[src/rtl/tpu_seq_pkg.sv]
// Shared definitions for the TPU instruction sequencer: state encodings, opcodes,
// error codes and unit selectors.
package tpu_seq_pkg;

    localparam logic [3:0] ST_IDLE      = 4'd0;
    localparam logic [3:0] ST_FETCH     = 4'd1;
    localparam logic [3:0] ST_WAIT_RD   = 4'd2;
    localparam logic [3:0] ST_DECODE    = 4'd3;
    localparam logic [3:0] ST_ISSUE     = 4'd4;
    localparam logic [3:0] ST_WAIT_DONE = 4'd5;
    localparam logic [3:0] ST_NEXT      = 4'd6;
    localparam logic [3:0] ST_FINISH    = 4'd7;
    localparam logic [3:0] ST_ERROR     = 4'd8;

    localparam logic [7:0] OP_NOP  = 8'h00;
    localparam logic [7:0] OP_SYS  = 8'h01;
    localparam logic [7:0] OP_VPU  = 8'h02;
    localparam logic [7:0] OP_UB   = 8'h03;
    localparam logic [7:0] OP_HALT = 8'hFF;

    localparam logic [1:0] ERR_NONE    = 2'd0;
    localparam logic [1:0] ERR_ILLEGAL = 2'd1;
    localparam logic [1:0] ERR_ABORT   = 2'd2;
    localparam logic [1:0] ERR_TIMEOUT = 2'd3;

    localparam logic [1:0] UNIT_NONE = 2'd0;
    localparam logic [1:0] UNIT_SYS  = 2'd1;
    localparam logic [1:0] UNIT_VPU  = 2'd2;
    localparam logic [1:0] UNIT_UB   = 2'd3;

    function automatic logic [1:0] op_unit(input logic [7:0] op);
        case (op)
            OP_SYS:  op_unit = UNIT_SYS;
            OP_VPU:  op_unit = UNIT_VPU;
            OP_UB:   op_unit = UNIT_UB;
            default: op_unit = UNIT_NONE;
        endcase
    endfunction

endpackage

[src/rtl/tpu_seq_unit_mux.sv]
// Combinational unit selector: routes the target unit's busy/done back to the sequencer
// and fans the issue strobe out as a one-hot start vector.
module tpu_seq_unit_mux
    import tpu_seq_pkg::*;
(
    input  logic [1:0] target_i,
    input  logic       issue_i,
    input  logic [2:0] busy_i,    // {ub, vpu, sys}
    input  logic [2:0] done_i,    // {ub, vpu, sys}
    output logic       sel_busy_o,
    output logic       sel_done_o,
    output logic [2:0] start_o
);

    always_comb begin
        sel_busy_o = 1'b0;
        sel_done_o = 1'b0;
        start_o    = 3'b000;
        case (target_i)
            UNIT_SYS: begin
                sel_busy_o = busy_i[0];
                sel_done_o = done_i[0];
                start_o[0] = issue_i;
            end
            UNIT_VPU: begin
                sel_busy_o = busy_i[1];
                sel_done_o = done_i[1];
                start_o[1] = issue_i;
            end
            UNIT_UB: begin
                sel_busy_o = busy_i[2];
                sel_done_o = done_i[2];
                start_o[2] = issue_i;
            end
            default: ;
        endcase
    end

endmodule

[src/rtl/tpu_instr_sequencer.sv]
// Fetches instructions from the buffer in order and issues them to the SYS/VPU/UB units.
// Define SEQ_WATCHDOG_EN to add a timeout on unit waits (error code 3).
module tpu_instr_sequencer
    import tpu_seq_pkg::*;
#(
    parameter int unsigned ADDR_W         = 5,
    parameter int unsigned INSTR_W        = 32,
    parameter int unsigned TIMEOUT_CYCLES = 65535
) (
    input  logic               clk,
    input  logic               rst_n,
    input  logic               start_i,
    input  logic               abort_i,
    input  logic [ADDR_W:0]    instr_count_i,
    output logic               instr_rd_en_o,
    output logic [ADDR_W-1:0]  instr_rd_addr_o,
    input  logic [INSTR_W-1:0] instr_rd_data_i,
    output logic               sys_start_o,
    output logic               vpu_start_o,
    output logic               ub_start_o,
    output logic [INSTR_W-9:0] op_arg_o,
    input  logic               sys_busy_i,
    input  logic               vpu_busy_i,
    input  logic               ub_busy_i,
    input  logic               sys_done_i,
    input  logic               vpu_done_i,
    input  logic               ub_done_i,
    output logic               seq_busy_o,
    output logic               seq_done_o,
    output logic [1:0]         seq_error_o,
    output logic [ADDR_W-1:0]  pc_o,
    output logic [3:0]         debug_state_o
);

    logic [3:0]         state_q, state_d;
    logic [ADDR_W-1:0]  pc_q, pc_d;
    logic [ADDR_W:0]    count_q, count_d;
    logic [INSTR_W-1:0] ir_q, ir_d;
    logic [1:0]         target_q, target_d;
    logic [INSTR_W-9:0] op_arg_q, op_arg_d;
    logic               busy_q, busy_d;
    logic               done_q, done_d;
    logic [1:0]         err_q, err_d;

    logic               sel_busy, sel_done, issue, timeout, waiting;
    logic [2:0]         unit_start;
    logic [7:0]         opcode;
    logic [ADDR_W:0]    pc_inc;

    assign opcode  = ir_q[INSTR_W-1 -: 8];
    assign pc_inc  = {1'b0, pc_q} + {{ADDR_W{1'b0}}, 1'b1};
    assign waiting = (state_q == ST_ISSUE) || (state_q == ST_WAIT_DONE);
    assign issue   = (state_q == ST_ISSUE) && !sel_busy && !abort_i && !timeout;

    tpu_seq_unit_mux u_unit_mux (
        .target_i   (target_q),
        .issue_i    (issue),
        .busy_i     ({ub_busy_i, vpu_busy_i, sys_busy_i}),
        .done_i     ({ub_done_i, vpu_done_i, sys_done_i}),
        .sel_busy_o (sel_busy),
        .sel_done_o (sel_done),
        .start_o    (unit_start)
    );

    always_comb begin
        state_d  = state_q;
        pc_d     = pc_q;
        count_d  = count_q;
        ir_d     = ir_q;
        target_d = target_q;
        op_arg_d = op_arg_q;
        busy_d   = busy_q;
        done_d   = 1'b0;
        err_d    = err_q;
        if (state_q != ST_IDLE && abort_i) begin
            state_d = ST_IDLE;
            err_d   = ERR_ABORT;
            busy_d  = 1'b0;
        end else begin
            case (state_q)
                ST_IDLE: begin
                    // A start coinciding with abort is dropped.
                    if (start_i && !abort_i) begin
                        count_d = instr_count_i;
                        pc_d    = '0;
                        err_d   = ERR_NONE;
                        busy_d  = 1'b1;
                        state_d = (instr_count_i == '0) ? ST_FINISH : ST_FETCH;
                    end
                end
                ST_FETCH:   state_d = ST_WAIT_RD;
                ST_WAIT_RD: begin
                    ir_d    = instr_rd_data_i;
                    state_d = ST_DECODE;
                end
                ST_DECODE: begin
                    if (opcode == OP_NOP) begin
                        state_d = ST_NEXT;
                    end else if (opcode == OP_HALT) begin
                        state_d = ST_FINISH;
                    end else if (op_unit(opcode) != UNIT_NONE) begin
                        target_d = op_unit(opcode);
                        state_d  = ST_ISSUE;
                    end else begin
                        err_d   = ERR_ILLEGAL;
                        state_d = ST_ERROR;
                    end
                end
                ST_ISSUE: begin
                    if (timeout) begin
                        err_d   = ERR_TIMEOUT;
                        state_d = ST_ERROR;
                    end else if (issue) begin
                        op_arg_d = ir_q[INSTR_W-9:0];
                        state_d  = ST_WAIT_DONE;
                    end
                end
                ST_WAIT_DONE: begin
                    if (timeout) begin
                        err_d   = ERR_TIMEOUT;
                        state_d = ST_ERROR;
                    end else if (sel_done) begin
                        state_d = ST_NEXT;
                    end
                end
                ST_NEXT: begin
                    // The last buffer slot ends the program even if the count says otherwise.
                    if (pc_inc == count_q || &pc_q) begin
                        state_d = ST_FINISH;
                    end else begin
                        pc_d    = pc_inc[ADDR_W-1:0];
                        state_d = ST_FETCH;
                    end
                end
                ST_FINISH: begin
                    done_d  = 1'b1;
                    busy_d  = 1'b0;
                    state_d = ST_IDLE;
                end
                ST_ERROR: begin
                    busy_d  = 1'b0;
                    state_d = ST_IDLE;
                end
                default: state_d = ST_IDLE;
            endcase
        end
    end

`ifdef SEQ_WATCHDOG_EN
    localparam int unsigned WdW = $clog2(TIMEOUT_CYCLES + 1);
    logic [WdW-1:0] wd_q, wd_d;

    assign timeout = waiting && (wd_q == WdW'(TIMEOUT_CYCLES - 1));

    // Restart on every state change so ISSUE and WAIT_DONE are each timed from entry.
    always_comb begin
        wd_d = '0;
        if (state_d == state_q && waiting) begin
            wd_d = wd_q + 1'b1;
        end
    end

    always_ff @(posedge clk or negedge rst_n) begin
        if (!rst_n) begin
            wd_q <= '0;
        end else begin
            wd_q <= wd_d;
        end
    end
`else
    logic unused_timeout_cfg;
    assign unused_timeout_cfg = ^{TIMEOUT_CYCLES, waiting};
    assign timeout            = 1'b0;
`endif

    always_ff @(posedge clk or negedge rst_n) begin
        if (!rst_n) begin
            state_q  <= ST_IDLE;
            pc_q     <= '0;
            count_q  <= '0;
            ir_q     <= '0;
            target_q <= UNIT_NONE;
            op_arg_q <= '0;
            busy_q   <= 1'b0;
            done_q   <= 1'b0;
            err_q    <= ERR_NONE;
        end else begin
            state_q  <= state_d;
            pc_q     <= pc_d;
            count_q  <= count_d;
            ir_q     <= ir_d;
            target_q <= target_d;
            op_arg_q <= op_arg_d;
            busy_q   <= busy_d;
            done_q   <= done_d;
            err_q    <= err_d;
        end
    end

    assign instr_rd_en_o   = (state_q == ST_FETCH);
    assign instr_rd_addr_o = pc_q;
    assign sys_start_o     = unit_start[0];
    assign vpu_start_o     = unit_start[1];
    assign ub_start_o      = unit_start[2];
    assign op_arg_o        = issue ? ir_q[INSTR_W-9:0] : op_arg_q;
    assign seq_busy_o      = busy_q;
    assign seq_done_o      = done_q;
    assign seq_error_o     = err_q;
    assign pc_o            = pc_q;
    assign debug_state_o   = state_q;

endmodule

[config.mk]
export PLATFORM = sky130hd
export DESIGN_NAME = tpu_instr_sequencer
export DESIGN_NICKNAME = d
export VERILOG_FILES = /design/src/rtl/tpu_seq_pkg.sv /design/src/rtl/tpu_seq_unit_mux.sv /design/src/rtl/tpu_instr_sequencer.sv
export SDC_FILE = /design/constraint.sdc
export NUM_CORES = 1
export LEC_CHECK = 0
export CAP_MARGIN = 20
export CORE_MARGIN = 1.5
export CORE_UTILIZATION = 30
export CTS_CLUSTER_SIZE = 10
export DETAILED_ROUTE_END_ITERATION = 16
export SLEW_MARGIN = 15
export SYNTH_ARGS = -nofsm -noshare
export SYNTH_HDL_FRONTEND = slang
export SYNTH_SLANG_ARGS = --single-unit
[constraint.sdc]
create_clock -name clk -period 3.4 [get_ports clk]
set_input_delay 0.51 -clock clk [delete_from_list [all_inputs] [get_ports clk]]
set_output_delay 0.51 -clock clk [all_outputs]
set_load 0.01 [all_outputs]
# After elaboration in Yosys (flattened, before gate mapping)
# Cells that the tools add are included.
# W data, S select, Z words.
[word_totals]
out_inout_bits = 46
mem_bits_ro = 0
ramBits = 0
latch_bits = 0
register_bits = 77
mem_count = 0
elab_cells = 97
[op_classes]
add_sub_neg = 1
mux = 35
div = 0
magnitude_cmp = 0
n_bitwise = 3
shifts = 0
n_reduce_logical = 25
n_mul = 0
eq_ne = 24
[ops]
columns = ["cell", "count"]
rows = [
  ["$mux W4", 7],
  ["$pmux W4 S7", 1],
  ["$mux W24", 1],
  ["$mux W2", 9],
  ["$eq A4 B3 Y1 const B", 4],
  ["$eq A8 B2 Y1 const B", 2],
  ["$reduce_and A5 Y1", 3],
  ["$ne A3 B3 Y1 const B", 4],
  ["$mux W5", 2],
  ["$pmux W5 S2", 1],
  ["$eq A4 B2 Y1 const B", 2],
  ["$eq A8 B1 Y1 const B", 1],
  ["$eq A8 B8 Y1 const B", 1],
  ["$logic_not A8 Y1", 1],
  ["$mux W1", 7],
  ["$add A5 B1 Y6 const B", 1],
  ["$eq A6 B6 Y1", 1],
  ["$logic_not A6 Y1", 1],
  ["$mux W3", 2],
  ["$pmux W1 S3", 2],
  ["$pmux W2 S3", 1],
  ["$reduce_and A2 Y1", 3],
  ["$reduce_and A3 Y1", 2],
  ["$reduce_bool A3 Y1", 2],
  ["other kinds (18)", 27],
]

# Longest topological paths before layout
[logic_depth]
depth_word = 12
depth_mapped = 8
ltp_nobuf = 8

# By module
# From an unflattened synthesis, not the netlist that was laid out.
[hier_totals]
cells_unflattened = 305
area_unflattened_um2 = 3828.7
[modules_own_cells]
columns = ["module", "seq_area_each_um2", "instances", "cells_per_inst", "area_each_um2"]
rows = [
  ["tpu_instr_sequencer", 1926.8, 1, 296, 3762.4],
  ["tpu_seq_unit_mux", 0.0, 1, 9, 66.3],
]

# Least setup slack after synthesis
# No wires, ideal clock.
[synth_path]
kind = "input-to-output"
startpoint = "input sys_busy_i"
endpoint = "output op_arg_o[10]"
cell_stages = 5
t_required_ns = 2.890
slack_ns = 0.878
arrival_time_ns = 2.012
cell_sequence = "mux2_4 a22o_4 nor4_4 buf_6 mux2_2"
[synth_between]
elab_chain_cells = 5
[synth_rtl]
columns = ["element", "line_no", "text"]
rows = [
  ["start, declared", "tpu_instr_sequencer.sv:22", "input logic sys_busy_i,"],
  ["$pmux W1 S3", "tpu_seq_unit_mux.sv:19", "case (target_i)"],
  ["$logic_not A1 Y1", "tpu_instr_sequencer.sv:53", "assign issue = (state_q == ST_ISSUE) && !sel_busy && !abort_i && !timeout;"],
  ["$logic_and A1 B1 Y1 (2 in series)", "tpu_instr_sequencer.sv:53", ""],
  ["$mux W24", "-", ""],
  ["end, declared", "tpu_instr_sequencer.sv:21", "output logic [INSTR_W-9:0] op_arg_o,"],
]
# Every way passes these cells.

# Worst setup path in the final report
[layout_path]
startpoint = "input ub_busy_i"
endpoint = "output op_arg_o[0]"
[layout_between]
elab_chain_cells = 5
[layout_rtl]
columns = ["element", "line_no", "text"]
rows = [
  ["start, declared", "tpu_instr_sequencer.sv:24", "input logic ub_busy_i,"],
  ["$pmux W1 S3", "tpu_seq_unit_mux.sv:19", ""],
  ["$logic_not A1 Y1", "tpu_instr_sequencer.sv:53", ""],
  ["$logic_and A1 B1 Y1 (2 in series)", "tpu_instr_sequencer.sv:53", ""],
  ["$mux W24", "-", ""],
]
# Every way passes these cells.

==> results.toml <==
[setup_path]
timing.rr.end = "debug_state_o[1]"
crit_chain = "clkdlybuf4s50_1 -> mux2_4 -> a22o_4 -> nor4_4 -> buf_4 -> buf_12 -> mux2_4 -> dlygate4sd2_1"
max_stage_delay_ns = 0.41
cp_common_cell = "mux2_4"
r2r-start = "instr_rd_addr_o[0]"
critPathSlowestCell = "clkdlybuf4s50_1"
end_kind = "output port"
r2r_slack_ns = 0.95
cp.required_ns = 2.89
cp.arrival_ns = 2.82
crit_fanout = 21
worstSetupStartpointType = "primary input"
worst_r2r_path_depth = 8
critical_path_class = "primary input to output port"

[yosys]
synth_compound_area_share_pct = 5.64
synth.area.mux_share_pct = 28.7
synth_fa_ha_area_share_pct = 0.641
synth_top_family_by_area = "multiplexers"
yosys_warnings = 0
synth_area_per_cell_um2 = 13.0
syn_area_um2 = 3910
synthSimpleGateAreaFrac_pct = 9.99
synthCells = 300
synth_seq_cells = 77
yosys.area_share.xor_xnor_pct = 1.57
syn-num-nets = 350
synth.distinct_cells = 53
seq_area_frac_synth_pct = 49.3

[cells_and_area]
final_cells = 579
final_common_cell = "dfrtp_1"
drive_above_1_share_pct = 32.9
layout_common_cells = "dfrtp_1, clkdlybuf4s50_1, mux2_2"
final_area_um2 = 5440
fin_nets = 452
antenna_cells = 0
area_growth_syn_to_layout_pct = 39.2

[global_route]
grt.overflow.total = 0
grt_pass1_vias = 2804
grtUsageMet2_pct = 21.6
antenna_found_initial = 0
grt.busiest_layer = "met2"
grtUsageMet3_pct = 5.41
grt_pass1_wl_mm = 13.8
grt_util_all_layers_pct = 13.3
grt_max_degree = 78
met1_usage_pct = 16.1

[detailed_routing]
drc_errors = 0
num_vias = 2696
ant_nets = 0
avgRoutedWirePerCell_um = 15.0
drt-total-wl_mm = 8.70
drtIter0Drc = 131
firstDrtPassIters = 4
via_per_inst = 4.66

[placed_design]
dpl-instance-area_um2 = 5020
gp_congestion = 0.747
dpl.hpwl_mm = 5.77
dp_cells = 557
dp_slack_ns = -0.0234
port_buffers = 93

[power]
finalPower_w = 0.00277
power_density_nw_per_um2 = 510
p_leak_nw = 2.47
peakVddDrop_mv = 0.261

[clock_tree]
numClockSinks = 77
htree_levels = 3
clk_latency_ns = 0.34
cts-buffers-inserted = 9
cts_tree = "built"
hold_buffers = 0
cts_buffer_depth = 2
path_clk_slew_ns = 0.06
root_buffer = "clkbuf_16"

[timing]
layout_min_cycle_time_ns = 3.33
fin_crit_sh_pct = 98.0
max_freq_mhz = 300
skew_ns = 0.00683
hold_viol_final = 0
slew_viol_final = 0
slew_headroom_pct = 56.8
tns_ns = 0
worst_slack_ns = 0.0695
setup_violations = 0
worstMarginPinSlew_ns = 0.642

[floorplanning]
start_util_pct = 30.8
die-area_um2 = 13700
die_h_um = 117
rows = 41
die_x_um = 117
core_um2 = 12700
io_pins = 94

[min_path]
hold_path.class = "primary input to asynchronous set/reset pin"

[run]
maxCapViolCount = 0

[run_status]
outcome = "complete, no violations"
critical path: cells and delay by family:
family,cells,cell delay [ns]
AOI/OAI and AO/OA,1,0.28
muxes,2,0.57
buffers and inverters,4,1.09
and+or+nand+nor,1,0.37
logic make-up (layout without fill, tap and decap cells):
family / after synthesis / count (layout)
adders and majority gates: 2 / 2
xor gates and xnor gates: 7 / 7
and+or+nand+nor: 67 / 67
AOI/OAI and AO/OA: 29 / 29
muxes: 93 / 93
DFF: 77 / 77
buffers and inverters: 25 / 132
cells in the mapped netlist, drive strengths merged:
library cell,count,area [µm²]
a211oi,2,15.0
a21bo,1,10.0
a21oi,8,40.0
a221oi,2,17.5
a22o,2,26.3
a22oi,2,15.0
a2bb2oi,1,8.76
a311oi,1,8.76
a31o,1,8.76
a31oi,1,6.26
and2,1,6.26
and2b,1,8.76
and3,2,13.8
buf,18,136
clkbuf,4,15.0
dfrtp,77,1930
ha,2,25.0
inv,3,11.3
mux2,88,1070
mux2i,5,50.1
nand2,19,71.3
nand2b,6,37.5
nand3,6,30.0
nand4,2,12.5
nand4bb,1,11.3
nor2,11,41.3
nor3,4,31.3
nor4,6,58.8
nor4b,1,8.76
nor4bb,1,10.0
o21a,1,7.51
o21ai,1,5.00
o22a,1,8.76
o31a,1,8.76
o31ai,1,7.51
o32ai,1,8.76
o41ai,2,17.5
or2b,1,7.51
or3,1,6.26
or3b,1,8.76
or4,3,26.3
xnor2,5,43.8
xor2,2,17.5
flip-flops by register name, summed over array words and instances, names as in the netlist:
signal / flops
seq_busy_o: 1
seq_done_o: 1
debug_state_o: 4
target_q: 2
count_q: 6
instr_rd_addr_o: 5
ir_q: 32
seq_error_o: 2
op_arg_q: 24
through the flow:
stage	hold WS (ns)	utilization (%)
CTS	0.387	42.1
global placement	0.476	39.7
global route	0.0946	42.9
detailed placement	0.485	39.7
floorplan	0.214	-
finish	0.0811	42.9
area by class of cell:
| class | count | area [µm²] |
|---|---|---|
| Multi-Input combinational cell | 198 | 1830 |
| Clock buffer | 10 | 239 |
| Fill cell | 1188 | 7230 |
| Clock inverter | 6 | 92.6 |
| Tap cell | 172 | 215 |
| Sequential cell | 77 | 1930 |
| Timing Repair Buffer | 113 | 1130 |
| Inverter | 3 | 11.3 |
power by group:
part           switching, W  leakage (nW)  internal (W)
clock network      0.000397         0.156      0.000668
registers          0.000141         0.997       0.00111
logic              0.000157          1.32      0.000301
total              0.000695          2.47       0.00208
worst max path at each step:
stage,endpoint,from,slack (ns),depth (start not counted)
2_1_floorplan,op_arg_o[10],sys_busy_i,0.88,5
3_3_place_gp,op_arg_o[12],sys_busy_i,0.02,7
3_5_place_dp,op_arg_o[13],ub_busy_i,-0.02,7
4_1_cts,op_arg_o[1],ub_busy_i,0.009,7
5_1_grt,op_arg_o[0],ub_busy_i,-0.03,8
6_report,op_arg_o[0],ub_busy_i,0.07,8
routing by layer:
metal  part of all wire (%)  vias up
li1                       -     1295
met1                     45     1321
met2                     46       71
met3                    7.4        9
met4                    1.1        0
met5                      0        -
what timing repair did:
item	in CTS	in global routing
pin swaps	0	1
buffers inserted	0	3
endpoints found under the setup margin	19	5
gates resized for setup	19	13
gates cloned	0	2
No activity file was read; power rests on OpenSTA's default activity.
